--- config.mk ---
export PLATFORM = sky130hd
export DESIGN_NAME = read_test_sequencer_flat
export DESIGN_NICKNAME = d
export VERILOG_FILES = /design/src/rtl/read_test_sequencer_if.sv /design/src/rtl/read_test_sequencer.sv /design/src/flat_wrapper.sv
export SDC_FILE = /design/constraint.sdc
export NUM_CORES = 1
export LEC_CHECK = 0
export BUFFER_PORTS_ARGS = -buffer_cell sky130_fd_sc_hd__buf_2
export CORE_UTILIZATION = 60
export DETAILED_ROUTE_END_ITERATION = 10
export GPL_TIMING_DRIVEN = 0
export PLACE_DENSITY = 0.86
export REMOVE_ABC_BUFFERS = 1
export SLEW_MARGIN = 20
export SYNTH_ARGS = -nofsm -noshare
export SYNTH_HDL_FRONTEND = slang
export SYNTH_SLANG_ARGS = --single-unit
export TNS_END_PERCENT = 50
--- constraint.sdc ---
create_clock -name okClk -period 6 [get_ports okClk]
set_input_delay 0.6 -clock okClk [delete_from_list [all_inputs] [get_ports okClk]]
set_output_delay 0.6 -clock okClk [all_outputs]
set_load 0.01 [all_outputs]
--- src/rtl/read_test_sequencer_if.sv ---
// Handshake/status bundle between the okHost endpoints, the read-test
// sequencer and the generator/FIFO/pipe-out datapath.
//   master: trigger/wire side (start, abort, transfer_len) plus datapath
//           status (pipe_out_read, fifo_almost_full, fifo_empty)
//   slave : sequencer side (fifo_rst, gen_reset, gen_enable, counters,
//           busy/done/underrun)
interface read_test_sequencer_if;
    logic        start;
    logic        abort;
    logic [31:0] transfer_len;
    logic        pipe_out_read;
    logic        fifo_almost_full;
    logic        fifo_empty;
    logic        fifo_rst;
    logic        gen_reset;
    logic        gen_enable;
    logic [63:0] clk_counts;
    logic [31:0] words_read;
    logic        busy;
    logic        done;
    logic        underrun;

    modport master (
        output start, abort, transfer_len,
        output pipe_out_read, fifo_almost_full, fifo_empty,
        input  fifo_rst, gen_reset, gen_enable,
        input  clk_counts, words_read, busy, done, underrun
    );

    modport slave (
        input  start, abort, transfer_len,
        input  pipe_out_read, fifo_almost_full, fifo_empty,
        output fifo_rst, gen_reset, gen_enable,
        output clk_counts, words_read, busy, done, underrun
    );
endinterface

--- src/rtl/read_test_sequencer.sv ---
// Sequencer for one measured pipe-out read-throughput run:
// flush -> settle -> generate/count reads -> done, timed in okClk cycles.
//   okClk  : clock, rising edge
//   reset  : synchronous, active-high
//   bus    : read_test_sequencer_if.slave (triggers, FIFO status,
//            generator controls, clk_counts/words_read, busy/done/underrun)
module read_test_sequencer #(
    parameter int FLUSH_CYCLES  = 8,
    parameter int SETTLE_CYCLES = 16
) (
    input logic                  okClk,
    input logic                  reset,
    read_test_sequencer_if.slave bus
);
    localparam int PMAX = (FLUSH_CYCLES > SETTLE_CYCLES) ?
                          FLUSH_CYCLES : SETTLE_CYCLES;
    localparam int CW   = $clog2(PMAX + 1);

    typedef enum logic [2:0] {
        IDLE, FLUSH, SETTLE, RUN, DONE
    } state_t;

    state_t      state_q, state_d;
    logic        busy_q, done_q, flush_q;
    logic [CW-1:0] phase_q;
    logic [31:0] len_q;
    logic [63:0] counts_q;
    logic [31:0] words_q;
    logic        underrun_q;
    logic        gen_enable;

    logic start_ok;
    logic run_cnt;
    logic last_read;

    // abort always beats a coincident start
    assign start_ok = bus.start & ~bus.abort &
                      ((state_q == IDLE) | (state_q == DONE));
    assign run_cnt  = (state_q == RUN) & ~bus.abort;
    assign last_read = bus.pipe_out_read & (len_q != 32'd0) &
                       (words_q == len_q - 32'd1);

    // state register; busy/done/flush are flopped from next state so
    // they come straight off a register
    always_ff @(posedge okClk) begin
        if (reset) begin
            state_q <= IDLE;
            busy_q  <= 1'b0;
            done_q  <= 1'b0;
            flush_q <= 1'b0;
        end else begin
            state_q <= state_d;
            busy_q  <= (state_d == FLUSH) | (state_d == SETTLE) |
                       (state_d == RUN);
            done_q  <= (state_d == DONE);
            flush_q <= (state_d == FLUSH);
        end
    end

    // next-state logic
    always_comb begin
        state_d = state_q;
        unique case (state_q)
            IDLE, DONE: begin
                if (start_ok) state_d = FLUSH;
            end
            FLUSH: begin
                if (bus.abort)             state_d = IDLE;
                else if (phase_q == '0)    state_d = SETTLE;
            end
            SETTLE: begin
                if (bus.abort)             state_d = IDLE;
                else if (phase_q == '0)
                    state_d = (len_q == 32'd0) ? DONE : RUN;
            end
            RUN: begin
                if (bus.abort)             state_d = IDLE;
                else if (last_read)        state_d = DONE;
            end
            default: state_d = IDLE;
        endcase
    end

    // output logic; gen_enable has zero-cycle response to almost-full
    always_comb begin
        gen_enable = 1'b0;
        if (state_q == RUN) gen_enable = ~bus.fifo_almost_full;
    end

    // phase counter, length latch and run counters
    always_ff @(posedge okClk) begin
        if (reset) begin
            phase_q    <= '0;
            len_q      <= 32'd0;
            counts_q   <= 64'd0;
            words_q    <= 32'd0;
            underrun_q <= 1'b0;
        end else begin
            if (start_ok) begin
                len_q      <= bus.transfer_len;
                counts_q   <= 64'd0;
                words_q    <= 32'd0;
                underrun_q <= 1'b0;
                phase_q    <= CW'(FLUSH_CYCLES - 1);
            end else begin
                if (state_q == FLUSH && phase_q == '0)
                    phase_q <= CW'(SETTLE_CYCLES - 1);
                else if (phase_q != '0)
                    phase_q <= phase_q - 1'b1;
                if (run_cnt) begin
                    counts_q <= counts_q + 64'd1;
                    if (bus.pipe_out_read) begin
                        words_q <= words_q + 32'd1;
                        if (bus.fifo_empty) underrun_q <= 1'b1;
                    end
                end
            end
        end
    end

    assign bus.fifo_rst   = flush_q;
    assign bus.gen_reset  = flush_q;
    assign bus.gen_enable = gen_enable;
    assign bus.clk_counts = counts_q;
    assign bus.words_read = words_q;
    assign bus.busy       = busy_q;
    assign bus.done       = done_q;
    assign bus.underrun   = underrun_q;
endmodule

--- src/flat_wrapper.sv ---
// flat-port wrapper written by rule: the top's interface ports become plain ports
module read_test_sequencer_flat 
#(
    parameter int FLUSH_CYCLES  = 8,
    parameter int SETTLE_CYCLES = 16
)
  (okClk, reset, bus_start, bus_abort, bus_transfer_len, bus_pipe_out_read, bus_fifo_almost_full, bus_fifo_empty, bus_fifo_rst, bus_gen_reset, bus_gen_enable, bus_clk_counts, bus_words_read, bus_busy, bus_done, bus_underrun);
  read_test_sequencer_if bus_i ();
  input logic okClk;
  input logic reset;
  input wire logic [$bits(bus_i.start)-1:0] bus_start;
  input wire logic [$bits(bus_i.abort)-1:0] bus_abort;
  input wire logic [$bits(bus_i.transfer_len)-1:0] bus_transfer_len;
  input wire logic [$bits(bus_i.pipe_out_read)-1:0] bus_pipe_out_read;
  input wire logic [$bits(bus_i.fifo_almost_full)-1:0] bus_fifo_almost_full;
  input wire logic [$bits(bus_i.fifo_empty)-1:0] bus_fifo_empty;
  output wire logic [$bits(bus_i.fifo_rst)-1:0] bus_fifo_rst;
  output wire logic [$bits(bus_i.gen_reset)-1:0] bus_gen_reset;
  output wire logic [$bits(bus_i.gen_enable)-1:0] bus_gen_enable;
  output wire logic [$bits(bus_i.clk_counts)-1:0] bus_clk_counts;
  output wire logic [$bits(bus_i.words_read)-1:0] bus_words_read;
  output wire logic [$bits(bus_i.busy)-1:0] bus_busy;
  output wire logic [$bits(bus_i.done)-1:0] bus_done;
  output wire logic [$bits(bus_i.underrun)-1:0] bus_underrun;
  assign bus_i.start = bus_start;
  assign bus_i.abort = bus_abort;
  assign bus_i.transfer_len = bus_transfer_len;
  assign bus_i.pipe_out_read = bus_pipe_out_read;
  assign bus_i.fifo_almost_full = bus_fifo_almost_full;
  assign bus_i.fifo_empty = bus_fifo_empty;
  assign bus_fifo_rst = bus_i.fifo_rst;
  assign bus_gen_reset = bus_i.gen_reset;
  assign bus_gen_enable = bus_i.gen_enable;
  assign bus_clk_counts = bus_i.clk_counts;
  assign bus_words_read = bus_i.words_read;
  assign bus_busy = bus_i.busy;
  assign bus_done = bus_i.done;
  assign bus_underrun = bus_i.underrun;
  read_test_sequencer #(.FLUSH_CYCLES(FLUSH_CYCLES), .SETTLE_CYCLES(SETTLE_CYCLES)) u_core (.okClk(okClk), .reset(reset), .bus(bus_i));
endmodule
# Word level (Yosys, flattened, before mapping)
# Cells that the tools add are included.
# op_classes
n_addsub,4
eq_ne,9
n_mux,13
bitwise,10
n_reduce_logical,13
# ops
cell,n
"adder 64 x 1 -> 64 bit, second input constant",1
"adder 32 x 1 -> 32 bit, second input constant",1
== test 32 bit,1
zero test 32 bit,1
nonzero test 32 bit,1
"subtractor 32 x 1 -> 32 bit, second input constant",1
two-way mux 3 bit,9
"== test 3 x 2 -> 1 bit, second input constant",4
one-hot mux 3 bit (4 select lines),1
two-way mux 4 bit,2
"== test 3 x 1 -> 1 bit, second input constant",2
"== test 3 bit, second input constant",2
AND 1 bit,5
zero test 5 bit,1
nonzero test 5 bit,1
"subtractor 5 x 1 -> 5 bit, second input constant",1
OR reduction 2 bit,2
zero test 3 bit,1
bitwise OR 1 bit,3
AND reduction 3 bit,1
nonzero test 3 bit,1
OR reduction 3 bit,1
inverter 1 bit,2
AND reduction 2 bit,1
3 further kinds,3
# totals
reg_bits,140
out_inout_bits,102

# Logic depth before layout (Yosys ltp)
# Gate-level depths: netlist (run 1).
# depth
ltp_word,9
ltp_mapped,12
ltp_nobuf,10

# Least setup slack after synthesis (run 1)
# OpenSTA, ideal clock, no wires.
# synth_path
path_kind,reg-to-reg
start,reg u_core.len_q[0]
end,reg u_core.state_q[1]
setup_ns,0.133
t_arrival_ns,2.988
required_ns,5.867
slack_ns,2.879
path_stages_with_launch,13
path_buffers,2
period_less_slack_ns,3.121
path_cell_list,dfxtp_1 clkbuf_1 inv_1 ha_1 or4b_4 buf_6 or4_4 mux2i_1 mux2i_1 o21ai_1 or4b_4 nor4b_1 a211oi_1
# synth_between
elab_chain_len,6
elab_cells_between_ends,12
# synth_lines
item,line,text
start: declaration,read_test_sequencer.sv:26,logic [31:0] len_q;
start signal: assignment,read_test_sequencer.sv:100,len_q <= bus.transfer_len;
subtractor 32 x 1 -> 32 bit or nonzero test 32 bit (tied branches),"read_test_sequencer.sv:41, read_test_sequencer.sv:40",
== test 32 bit or AND 1 bit (tied branches),"read_test_sequencer.sv:41, read_test_sequencer.sv:40",
AND 1 bit,read_test_sequencer.sv:40,assign last_read = bus.pipe_out_read & (len_q != 32'd0) &
two-way mux 3 bit,read_test_sequencer.sv:78,else if (last_read) state_d = DONE;
two-way mux 3 bit,read_test_sequencer.sv:77,if (bus.abort) state_d = IDLE;
one-hot mux 3 bit (4 select lines) *,read_test_sequencer.sv:63,unique case (state_q)
end signal: assignment,read_test_sequencer.sv:52,state_q <= state_d;
end: declaration,read_test_sequencer.sv:23,"state_t state_q, state_d;"
# Mark *: on every way between the ends. The rest lies on a longest branch, timed or not.
# A chain may end at the register's enable or synchronous reset.

# Worst setup path in the final report (run 1)
# layout_path
start,reg u_core.state_q[0]
end,reg u_core.words_q[30] (netlist: u_core.bus.words_read[30])
# layout_between
elab_chain_len,4
elab_cells_between_ends,8
# layout_lines
item,line,text
== test 3 bit or zero test 3 bit (tied branches),read_test_sequencer.sv:38,((state_q == IDLE) | (state_q == DONE));
bitwise OR 1 bit,read_test_sequencer.sv:38,
AND 1 bit,read_test_sequencer.sv:37,assign start_ok = bus.start & ~bus.abort &
OR reduction 2 bit (no line),--,
end signal: assignment,read_test_sequencer.sv:113,words_q <= words_q + 32'd1;
end: declaration,read_test_sequencer.sv:28,logic [31:0] words_q;
# Parallel ways exist; a longest one is shown, timed or not.

==> qor.csv, run 1 <==
metric,value,unit
most frequent cells after synthesis,"dfxtp_1, nand2_1, nor2_1",
power per cell area,273,nW/µm²
min cycle time layout,3.32,ns
Critical Path End,u_core.bus.words_read[30]$_SDFFE_PP0P_,
type of destination of the critical path,flop,
final routed wire length divided by cell count,14.3,µm
width of the die,111,µm
First DRT Iteration DRCs,522,
row count,39,
asr flop ratio synth,0,
part of the cycle the worst path needs,0.554,
Min-Delay Path Class,in -> reg,
Main synth FF type,dfxtp_1,
Ys Warns,0,
final total negative setup slack,0,ns
total leakage power,3.47,nW
part of the Yosys area used for sequential elements,0.395,
startpoint of the lowest-slack register-to-register path,u_core.state_q[0]$_SDFF_PP0_,
number of antenna violations at the first check in global routing,0,
via count of the first global-routing pass,5806,
Total Routing Usage GR,0.278,
clock tree from TritonCTS,yes,
count of pins over their slew limit,0,
Layout Area Growth over Synthesis,19.1,%
leading post-synthesis cells by cell area,"dfxtp_1, xor2_1, nand2_1",
Synth cell types,55,
I/O pin total,141,
DRC errors left,0,
unrepaired setup endpoints after global routing,false,
total gr overflow,0,
result of the run,completed,
synthesized area per cell,8.04,µm²
Std-Cell Core Area,11500,µm²
weighted congestion reported at the end of routability-driven placement,0.907,
netlist area before placement,7090,µm²
placed wire-length estimate,11600,µm
slew of the pin with the lowest slew margin,0.852,ns
Chip Height,111,µm
Startpoint Class,flop,
data arrival time of the worst path,3.67,ns
clock latency on the worst-skew pair,0.42,ns
most frequent cell after synthesis,dfxtp_1,
number of clock buffers inserted by TritonCTS,17,
Layout fillers,859,
starting utilization of the core area,0.619,
maximum fanout count along the critical path,9,
start-to-end type of the worst setup path,reg -> reg,
CP peak stage delay,0.62,ns
combined flip-flop and latch cell area,2800,µm²
area taken by multi-input logic gates,4070,µm²
IR Drop Worst-Case VDD,0.000239,V
total number of vias,6553,
flip-flop and latch count after synthesis,140,
Worst setup startpoint,u_core.state_q[0]$_SDFF_PP0_,
count of final hold-check violations,0,
clock tree buffer depth,2,
first-pass detailed-route iteration total,5,
global-route wire length before repair,27900,µm
clk root buf,clkbuf_16,
master of the slowest instance on the critical path,nor4_1,
Crit Reg-Reg Endpoint,u_core.bus.words_read[30]$_SDFFE_PP0P_,
number of synthesized flops with an enable pin,0,
# nets final,1045,
via density per instance,5.66,
post-synthesis cell type with the largest combined area,dfxtp_1,
clk slew on worst S/H paths,0.05,ns
overall routed net length,16500,µm
critical path data required time,6.35,ns
depth of the CTS H-tree,4,
share of Yosys cell area claimed by the top area cell type,0.395,
instance count of the mapped netlist,882,
worst-path cell chain,"nor4bb_2, buf_4, nand4_1, nor4_1, and2_1, nand2_1, or3_1, a21oi_1",
post-cts repair resize count,0,
final setup violating endpoints,0,
post-cts hold buffer count,0,
fmax,301,MHz
"reg-to-reg slack, setup",2.68,ns
worst clock skew,0.00603,ns
clock sinks,140,
core occupancy in the finished layout,0.736,
pin count of the biggest net entering global routing,56,
Maximum Capacitance Violations,0,
Post-CTS Setup Inserts,0,
I/O Buffers,140,
number of diodes added for antenna fixing,0,
Die Area,12300,µm²
fraction of layout instances using a drive strength above 1,0.189,
Slew Limit Headroom,0.427,
Worst Reg-to-Reg Cells,8,
antenna violation net count after detailed routing,0,
==> worst min path at each step <==
stage                              startpoint                        endpoint  cells past startpoint
6_report                 bus_transfer_len[25]   u_core.len_q[25]$_SDFFE_PP0P_                      3
5_1_grt                  bus_transfer_len[24]   u_core.len_q[24]$_SDFFE_PP0P_                      3
4_1_cts                  bus_transfer_len[14]   u_core.len_q[14]$_SDFFE_PP0P_                      3
3_5_place_dp   u_core.phase_q[4]$_SDFFE_PP0P_  u_core.phase_q[4]$_SDFFE_PP0P_                      2
3_3_place_gp   u_core.phase_q[4]$_SDFFE_PP0P_  u_core.phase_q[4]$_SDFFE_PP0P_                      2
2_1_floorplan  u_core.phase_q[4]$_SDFFE_PP0P_  u_core.phase_q[4]$_SDFFE_PP0P_                      2
==> report_power, final <==
group	total [mW]	switching [mW]	internal [mW]
registers	0.978	0.0272	0.951
clock network	1.06	0.378	0.682
logic	0.265	0.156	0.110
total	2.30	0.561	1.74
==> layer usage <==
| metal | vias to the layer above | global-route usage | wire (µm) |
|---|---|---|---|
| met3 | 26 | 0.0519 | 863 |
| met4 | 0 | 0.0969 | 303 |
| met1 | 3004 | 0.375 | 7630 |
| met5 | - | 0 | 0 |
| li1 | 3298 | - | - |
| met2 | 225 | 0.447 | 7740 |
==> cell families after synthesis <==
family | after synthesis | share of synthesized area
AOI/OAI and AO/OA | 124 | 0.0963
muxes | 7 | 0.0101
adders and majority gates | 4 | 0.00706
buffers and inverters | 58 | 0.0340
and+or+nand+nor | 432 | 0.313
DFF | 140 | 0.395
xor gates and xnor gates | 117 | 0.144
==> worst max-delay path: cells and delay by family (launching register included) <==
kind	cells	cell delay, ns
AOI/OAI and AO/OA	1	0.16
buffers and inverters	1	0.25
DFF	1	0.48
and+or+nand+nor	6	2.37
==> final cells by class <==
cell class	count	share of cell area
multi-input combinational	684	0.482
tap	143	0.0212
sequential	140	0.332
timing repair buffer	144	0.0880
inverter	15	0.00667
clock buffer	24	0.0570
clock inverter	7	0.0133
==> flip-flops by register name (all words and copies together), names as in the netlist <==
name,count
u_core.state_q,3
u_core.bus.words_read,32
u_core.bus.underrun,1
u_core.bus.done,1
u_core.bus.clk_counts,64
u_core.len_q,32
u_core.bus.busy,1
u_core.phase_q,5
u_core.bus.fifo_rst,1
==> cells in the final DEF, fill, tap and decap left out, drive strengths merged, types with 9 or more instances in the layout <==
master / Yosys / routed
a21oi: 68 / 68
and2: 9 / 9
and3: 20 / 20
and4: 15 / 15
buf: 9 / 144
clkbuf: 34 / 24
dfxtp: 140 / 140
inv: 15 / 15
nand2: 124 / 124
nand3: 38 / 38
nand4: 24 / 24
nor2: 105 / 105
nor3: 19 / 19
nor4: 19 / 19
o21ai: 34 / 34
or3: 24 / 24
xnor2: 49 / 49
xor2: 68 / 68
==> stage by stage <==
| stage | instance area [µm²] | power [mW] | setup slack (ns) | cells | hold slack (ns) |
|---|---|---|---|---|---|
| 2_1_floorplan | 6910 | 1.19 | 2.50 | 839 | 0.418 |
| 3_3_place_gp | 7790 | 1.25 | 0.762 | 1122 | 0.431 |
| 3_5_place_dp | 7850 | 1.26 | 2.53 | 1126 | 0.439 |
| 4_1_cts | 8450 | 2.31 | 2.71 | 1157 | 0.401 |
| 5_1_grt | 8450 | 2.39 | 2.43 | 1157 | 0.409 |
| 6_report | 8450 | 2.30 | 2.68 | 1157 | 0.413 |
Note: power is estimated with default switching activity, not from simulation.
==> inputs of run 2 (changes only) <==
--- a/config.mk
+++ b/config.mk
@@ -6,10 +6,10 @@
 export NUM_CORES = 1
 export LEC_CHECK = 0
 export BUFFER_PORTS_ARGS = -buffer_cell sky130_fd_sc_hd__buf_2
-export CORE_UTILIZATION = 60
+export CORE_UTILIZATION = 56
 export DETAILED_ROUTE_END_ITERATION = 10
 export GPL_TIMING_DRIVEN = 0
-export PLACE_DENSITY = 0.86
+export PLACE_DENSITY = 0.81
 export REMOVE_ABC_BUFFERS = 1
 export SLEW_MARGIN = 20
 export SYNTH_ARGS = -nofsm -noshare
==> constraint.sdc (replaced) <==
create_clock -name okClk -period 3.2 [get_ports okClk]
set_input_delay 0.32 -clock okClk [delete_from_list [all_inputs] [get_ports okClk]]
set_output_delay 0.32 -clock okClk [all_outputs]
set_load 0.01 [all_outputs]
==> qor.csv, run 2 (same netlist as run 1, synthesis figures left out) <==
metric,value,unit,change
Std-Cell Core Area,12200,µm²,+6.1%
master of the slowest instance on the critical path,or4b_4,,
Total Power,4.38,mW,+90%
placed wire-length estimate,11900,µm,+2.2%
clock tree buffer depth,2,,unchanged
slew of the pin with the lowest slew margin,0.748,ns,-0.104 ns
clock latency on the worst-skew pair,0.43,ns,about the same
Min-Delay Path Class,in -> reg,,
count of final hold-check violations,0,,unchanged
clk slew on worst S/H paths,0.06,ns,about the same
via density per instance,5.47,,-3.3%
part of the cycle the worst path needs,0.962,,+0.408
count of pins over their slew limit,0,,unchanged
worst-path cell chain,"inv_2, ha_4, or4b_4, or4_4, mux2i_1, mux2i_1, o21ai_1, or4b_4, nor4_4, a31o_1",,
final standard cell count with taps included and fillers excluded,1186,,+2.5%
global-route wire length before repair,27700,µm,-0.57%
clock sinks,140,,unchanged
"commonest non-fill, non-tap cell in the layout",buf_2,,
clk root buf,clkbuf_16,,
final routed wire length divided by cell count,14.2,µm,-0.50%
number of diodes added for antenna fixing,0,,unchanged
PnR worst setup slack,0.121,ns,-2.56 ns
Final Hold Slack,0.117,ns,-0.296 ns
IR Drop Worst-Case VDD,0.000356,V,+49%
width of the die,115,µm,+3.4%
total number of vias,6493,,-0.92%
Buf/Inv on CP,1,,unchanged
worst clock skew,0.00916,ns,+0.00313 ns
starting utilization of the core area,0.583,,-0.0353
"Cell Area, Placed",7880,µm²,+0.40%
dpl cells,1151,,+2.2%
antenna violation net count after detailed routing,0,,unchanged
number of antenna violations at the first check in global routing,0,,unchanged
type of destination of the critical path,flop,,
via count of the first global-routing pass,5752,,-0.93%
Startpoint Class,flop,,
min cycle time layout,3.08,ns,-0.244 ns
core occupancy in the finished layout,0.706,,-0.0300
flip-flop count of the largest register after layout,64,,unchanged
maximum fanout count along the critical path,7,,-2
number of clock buffers inserted by TritonCTS,17,,unchanged
depth of the CTS H-tree,4,,unchanged
critical path data required time,3.56,ns,-2.79 ns
Maximum Capacitance Violations,0,,unchanged
Post-Layout Inst Area,8590,µm²,+1.7%
clock tree from TritonCTS,yes,,
I/O pin total,141,,unchanged
first-pass detailed-route iteration total,7,,+2
unrepaired setup endpoints after global routing,true,,
total gr overflow,0,,unchanged
Total Routing Usage GR,0.266,,-0.0118
start-to-end type of the worst setup path,reg -> reg,,
result of the run,completed,,
# nets final,1048,,+0.29%
I/O Buffers,140,,unchanged
row count,40,,+2.6%
power per cell area,510,nW/µm²,+87%
Place WS,-0.115,ns,-2.64 ns
fmax,325,MHz,+7.9%
data arrival time of the worst path,3.44,ns,-0.23 ns
dominant delay contributor by cell family on the critical path,simple AND/OR/NAND/NOR gates,,
final total negative setup slack,0,ns,unchanged
Layout Area Growth over Synthesis,21.1,%,
Die Area,13100,µm²,+7.0%
weighted congestion reported at the end of routability-driven placement,0.924,,+1.9%
CP peak stage delay,0.55,ns,-0.07 ns
final setup violating endpoints,0,,unchanged
First DRT Iteration DRCs,361,,-31%
total leakage power,3.52,nW,+1.5%
overall routed net length,16900,µm,+2.0%
most frequent cells in the layout,"buf_2, dfxtp_1, nand2_1",,
Chip Height,115,µm,+3.4%
DRC errors left,0,,unchanged
Slew Limit Headroom,0.502,,+0.0745
fraction of layout instances using a drive strength above 1,0.206,,+0.0169
pin count of the biggest net entering global routing,52,,-7.1%
-- run 2: cell types whose count changed in the layout (fill, tap and decap cells not counted), sizes merged --
cell and change:
inv +3, clkinvlp +2, clkinv +1, clkbuf -5, buf +3
-- run 2: cell type report --
cell class	instances	area, µm²
Multi-Input combinational cell	684	4140
Fill cell	1017	3570
Sequential cell	140	2810
Timing Repair Buffer	147	766
Clock buffer	19	453
Tap cell	168	210
Clock inverter	13	163
Inverter	15	56.3
-- run 2: power by group --
group	leakage, nW	internal [mW]	total (mW)	switching, mW
Clock	0.296	1.27	2.04	0.769
Combinational	2.09	0.216	0.510	0.295
Sequential	1.13	1.78	1.83	0.0511
-- run 2: tightest hold or removal path, cell delays in order --
cell and delay, ns:
buf_2 0.07, a21oi_1 0.05, nor2_1 0.06
-- run 2: path summary, 6_finish.rpt --
path                                   from                               end  slack, ns  cells past startpoint
max            u_core.len_q[0]$_SDFFE_PP0P_        u_core.bus.done$_SDFF_PP0_       0.12                     10
min                          bus_fifo_empty  u_core.bus.underrun$_SDFFE_PP0P_       0.12                      3
max reg2reg    u_core.len_q[0]$_SDFFE_PP0P_        u_core.bus.done$_SDFF_PP0_       0.12                     10
min reg2reg  u_core.phase_q[4]$_SDFFE_PP0P_    u_core.phase_q[4]$_SDFFE_PP0P_       0.45                      2
-- run 2: layer usage --
metal	up-vias	global-route usage	wire length, µm
li1	3308	-	-
met1	2969	0.345	7700
met2	186	0.427	7880
met3	30	0.0588	908
met4	0	0.113	374
met5	-	0	0
-- run 2: what timing repair did --
item / 4_1_cts / 5_1_grt
endpoints found under the setup margin: 6 / 14
hold buffers: 0 / 0
buffers inserted: 1 / 2
pin swaps: 2 / 2
gates resized for setup: 7 / 7
==> inputs of run 3 (changes only) <==
--- a/config.mk
+++ b/config.mk
@@ -6,6 +6,7 @@
 export NUM_CORES = 1
 export LEC_CHECK = 0
 export BUFFER_PORTS_ARGS = -buffer_cell sky130_fd_sc_hd__buf_2
+export CORE_MARGIN = 4
 export CORE_UTILIZATION = 56
 export DETAILED_ROUTE_END_ITERATION = 10
 export GPL_TIMING_DRIVEN = 0
==> qor.csv, run 3 (same netlist as run 1, synthesis figures left out) <==
metric,value,unit,change
critical path data required time,3.56,ns,about the same
# nets final,1050,,+0.19%
clock latency on the worst-skew pair,0.42,ns,about the same
"commonest non-fill, non-tap cell in the layout",buf_2,,
"Cell Area, Placed",7890,µm²,about the same
Final Hold Slack,0.125,ns,+0.00797 ns
clock tree from TritonCTS,yes,,
number of antenna violations at the first check in global routing,0,,unchanged
antenna violation net count after detailed routing,0,,unchanged
most frequent cells in the layout,"buf_2, dfxtp_1, nand2_1",,
row count,40,,unchanged
Startpoint Class,flop,,
total leakage power,3.48,nW,-1.2%
total number of vias,6618,,+1.9%
Worst setup startpoint,u_core.len_q[1]$_SDFFE_PP0P_,,
clk root buf,clkbuf_16,,
core occupancy in the finished layout,0.700,,-0.00658
maximum fanout count along the critical path,7,,unchanged
Slew Limit Headroom,0.507,,+0.00589
master of the slowest instance on the critical path,or4b_4,,
final setup violating endpoints,0,,unchanged
Post-Layout Inst Area,8550,µm²,-0.52%
number of clock buffers inserted by TritonCTS,17,,unchanged
Maximum Capacitance Violations,0,,unchanged
result of the run,completed,,
Total Routing Usage GR,0.234,,-0.0325
worst clock skew,0.00811,ns,-0.00105 ns
Place WS,-0.0827,ns,+0.0319 ns
area taken by multi-input logic gates,4130,µm²,-0.27%
fraction of layout instances using a drive strength above 1,0.208,,+0.00156
dpl cells,1151,,unchanged
count of final hold-check violations,0,,unchanged
first-pass detailed-route iteration total,7,,unchanged
min cycle time layout,3.08,ns,-0.00328 ns
number of diodes added for antenna fixing,0,,unchanged
placed wire-length estimate,12200,µm,+2.4%
min-delay src,bus_transfer_len[1],,
Std-Cell Core Area,12200,µm²,+0.41%
Layout Area Growth over Synthesis,20.5,%,
slew of the pin with the lowest slew margin,0.739,ns,-0.00883 ns
I/O pin total,141,,unchanged
starting utilization of the core area,0.581,,-0.00239
clock tree buffer depth,2,,unchanged
IR Drop Worst-Case VDD,0.000313,V,-12%
type of destination of the critical path,flop,,
Min-Delay Path Class,in -> reg,,
global-route wire length before repair,27900,µm,+0.60%
depth of the CTS H-tree,4,,unchanged
clock sinks,140,,unchanged
power per cell area,491,nW/µm²,-3.8%
PnR worst setup slack,0.124,ns,+0.00328 ns
combined flip-flop and latch cell area,2810,µm²,+0.18%
CP peak stage delay,0.56,ns,about the same
count of pins over their slew limit,0,,unchanged
First DRT Iteration DRCs,537,,+49%
Total Power,4.19,mW,-4.3%
post-cts hold buffer count,0,,unchanged
total gr overflow,0,,unchanged
data arrival time of the worst path,3.44,ns,about the same
Layout fillers,1040,,+2.3%
clk slew on worst S/H paths,0.06,ns,about the same
width of the die,121,µm,+5.2%
via count of the first global-routing pass,5872,,+2.1%
via density per instance,5.57,,+1.8%
overall routed net length,17300,µm,+2.3%
final standard cell count with taps included and fillers excluded,1188,,+0.17%
final routed wire length divided by cell count,14.5,µm,+2.2%
I/O Buffers,140,,unchanged
flip-flop count of the largest register after layout,64,,unchanged
pin count of the biggest net entering global routing,71,,+37%
final total negative setup slack,0,ns,unchanged
startpoint of the lowest-slack register-to-register path,u_core.len_q[1]$_SDFFE_PP0P_,,
start-to-end type of the worst setup path,reg -> reg,,
"reg-to-reg slack, setup",0.12,ns,about the same
DRC errors left,0,,unchanged
fmax,325,MHz,+0.11%
part of the cycle the worst path needs,0.961,,-0.00103
weighted congestion reported at the end of routability-driven placement,0.913,,-1.2%
Die Area,14500,µm²,+11%
worst-path cell chain,"inv_2, ha_4, or4b_4, or4_4, mux2i_1, mux2i_1, o21ai_1, or4b_4, nor4_4, a31o_1",,
Chip Height,121,µm,+5.2%
-- run 3: changes by cell type in the layout (fill, tap and decap cells not counted), sizes merged --
cell | before | now
inv | 18 | 15
buf | 147 | 149
bufinv | 3 | 1
clkinv | 4 | 6
clkinvlp | 3 | 5
clkbuf | 19 | 20
-- run 3: where the power goes --
part | total [mW] | internal (mW) | switching (mW)
Sequential | 1.83 | 1.78 | 0.0513
Clock | 1.85 | 1.10 | 0.752
Combinational | 0.509 | 0.214 | 0.295
Total | 4.19 | 3.09 | 1.10
-- run 3: cell type report --
cell class	count	share of cell area
Timing Repair Buffer	149	0.0922
Clock buffer	20	0.0534
Inverter	15	0.00659
Tap cell	168	0.0246
Multi-Input combinational cell	684	0.483
Sequential cell	140	0.329
Clock inverter	12	0.0114
-- run 3: worst max-delay path: cells and delay by family (launching register included) --
| kind | cells | cell delay, ns |
|---|---|---|
| compound gates | 2 | 0.28 |
| mux | 2 | 0.29 |
| simple gates | 4 | 1.87 |
| buf+inv | 1 | 0.07 |
| fa+ha+maj | 1 | 0.15 |
| flops | 1 | 0.36 |
-- run 3: what timing repair did --
item | in CTS | in global routing
setup endpoints to repair | 7 | 22
setup buffers | 0 | 5
gates resized for setup | 4 | 11
hold endpoints to repair | 0 | 0
pin swaps | 0 | 7
-- run 3: final timing paths --
kind,to,depth (start not counted)
min reg2reg,u_core.phase_q[4]$_SDFFE_PP0P_,2
max reg2reg,u_core.state_q[2]$_SDFF_PP0_,10
min,u_core.len_q[1]$_SDFFE_PP0P_,3
max,u_core.state_q[2]$_SDFF_PP0_,10
-- run 3: metal layers --
metal	vias up	GRT usage	share of wire
met1	3057	0.307	0.44
met5	-	0	0
met2	218	0.379	0.47
met4	0	0.0956	0.018
met3	34	0.0444	0.064
li1	3309	-	-
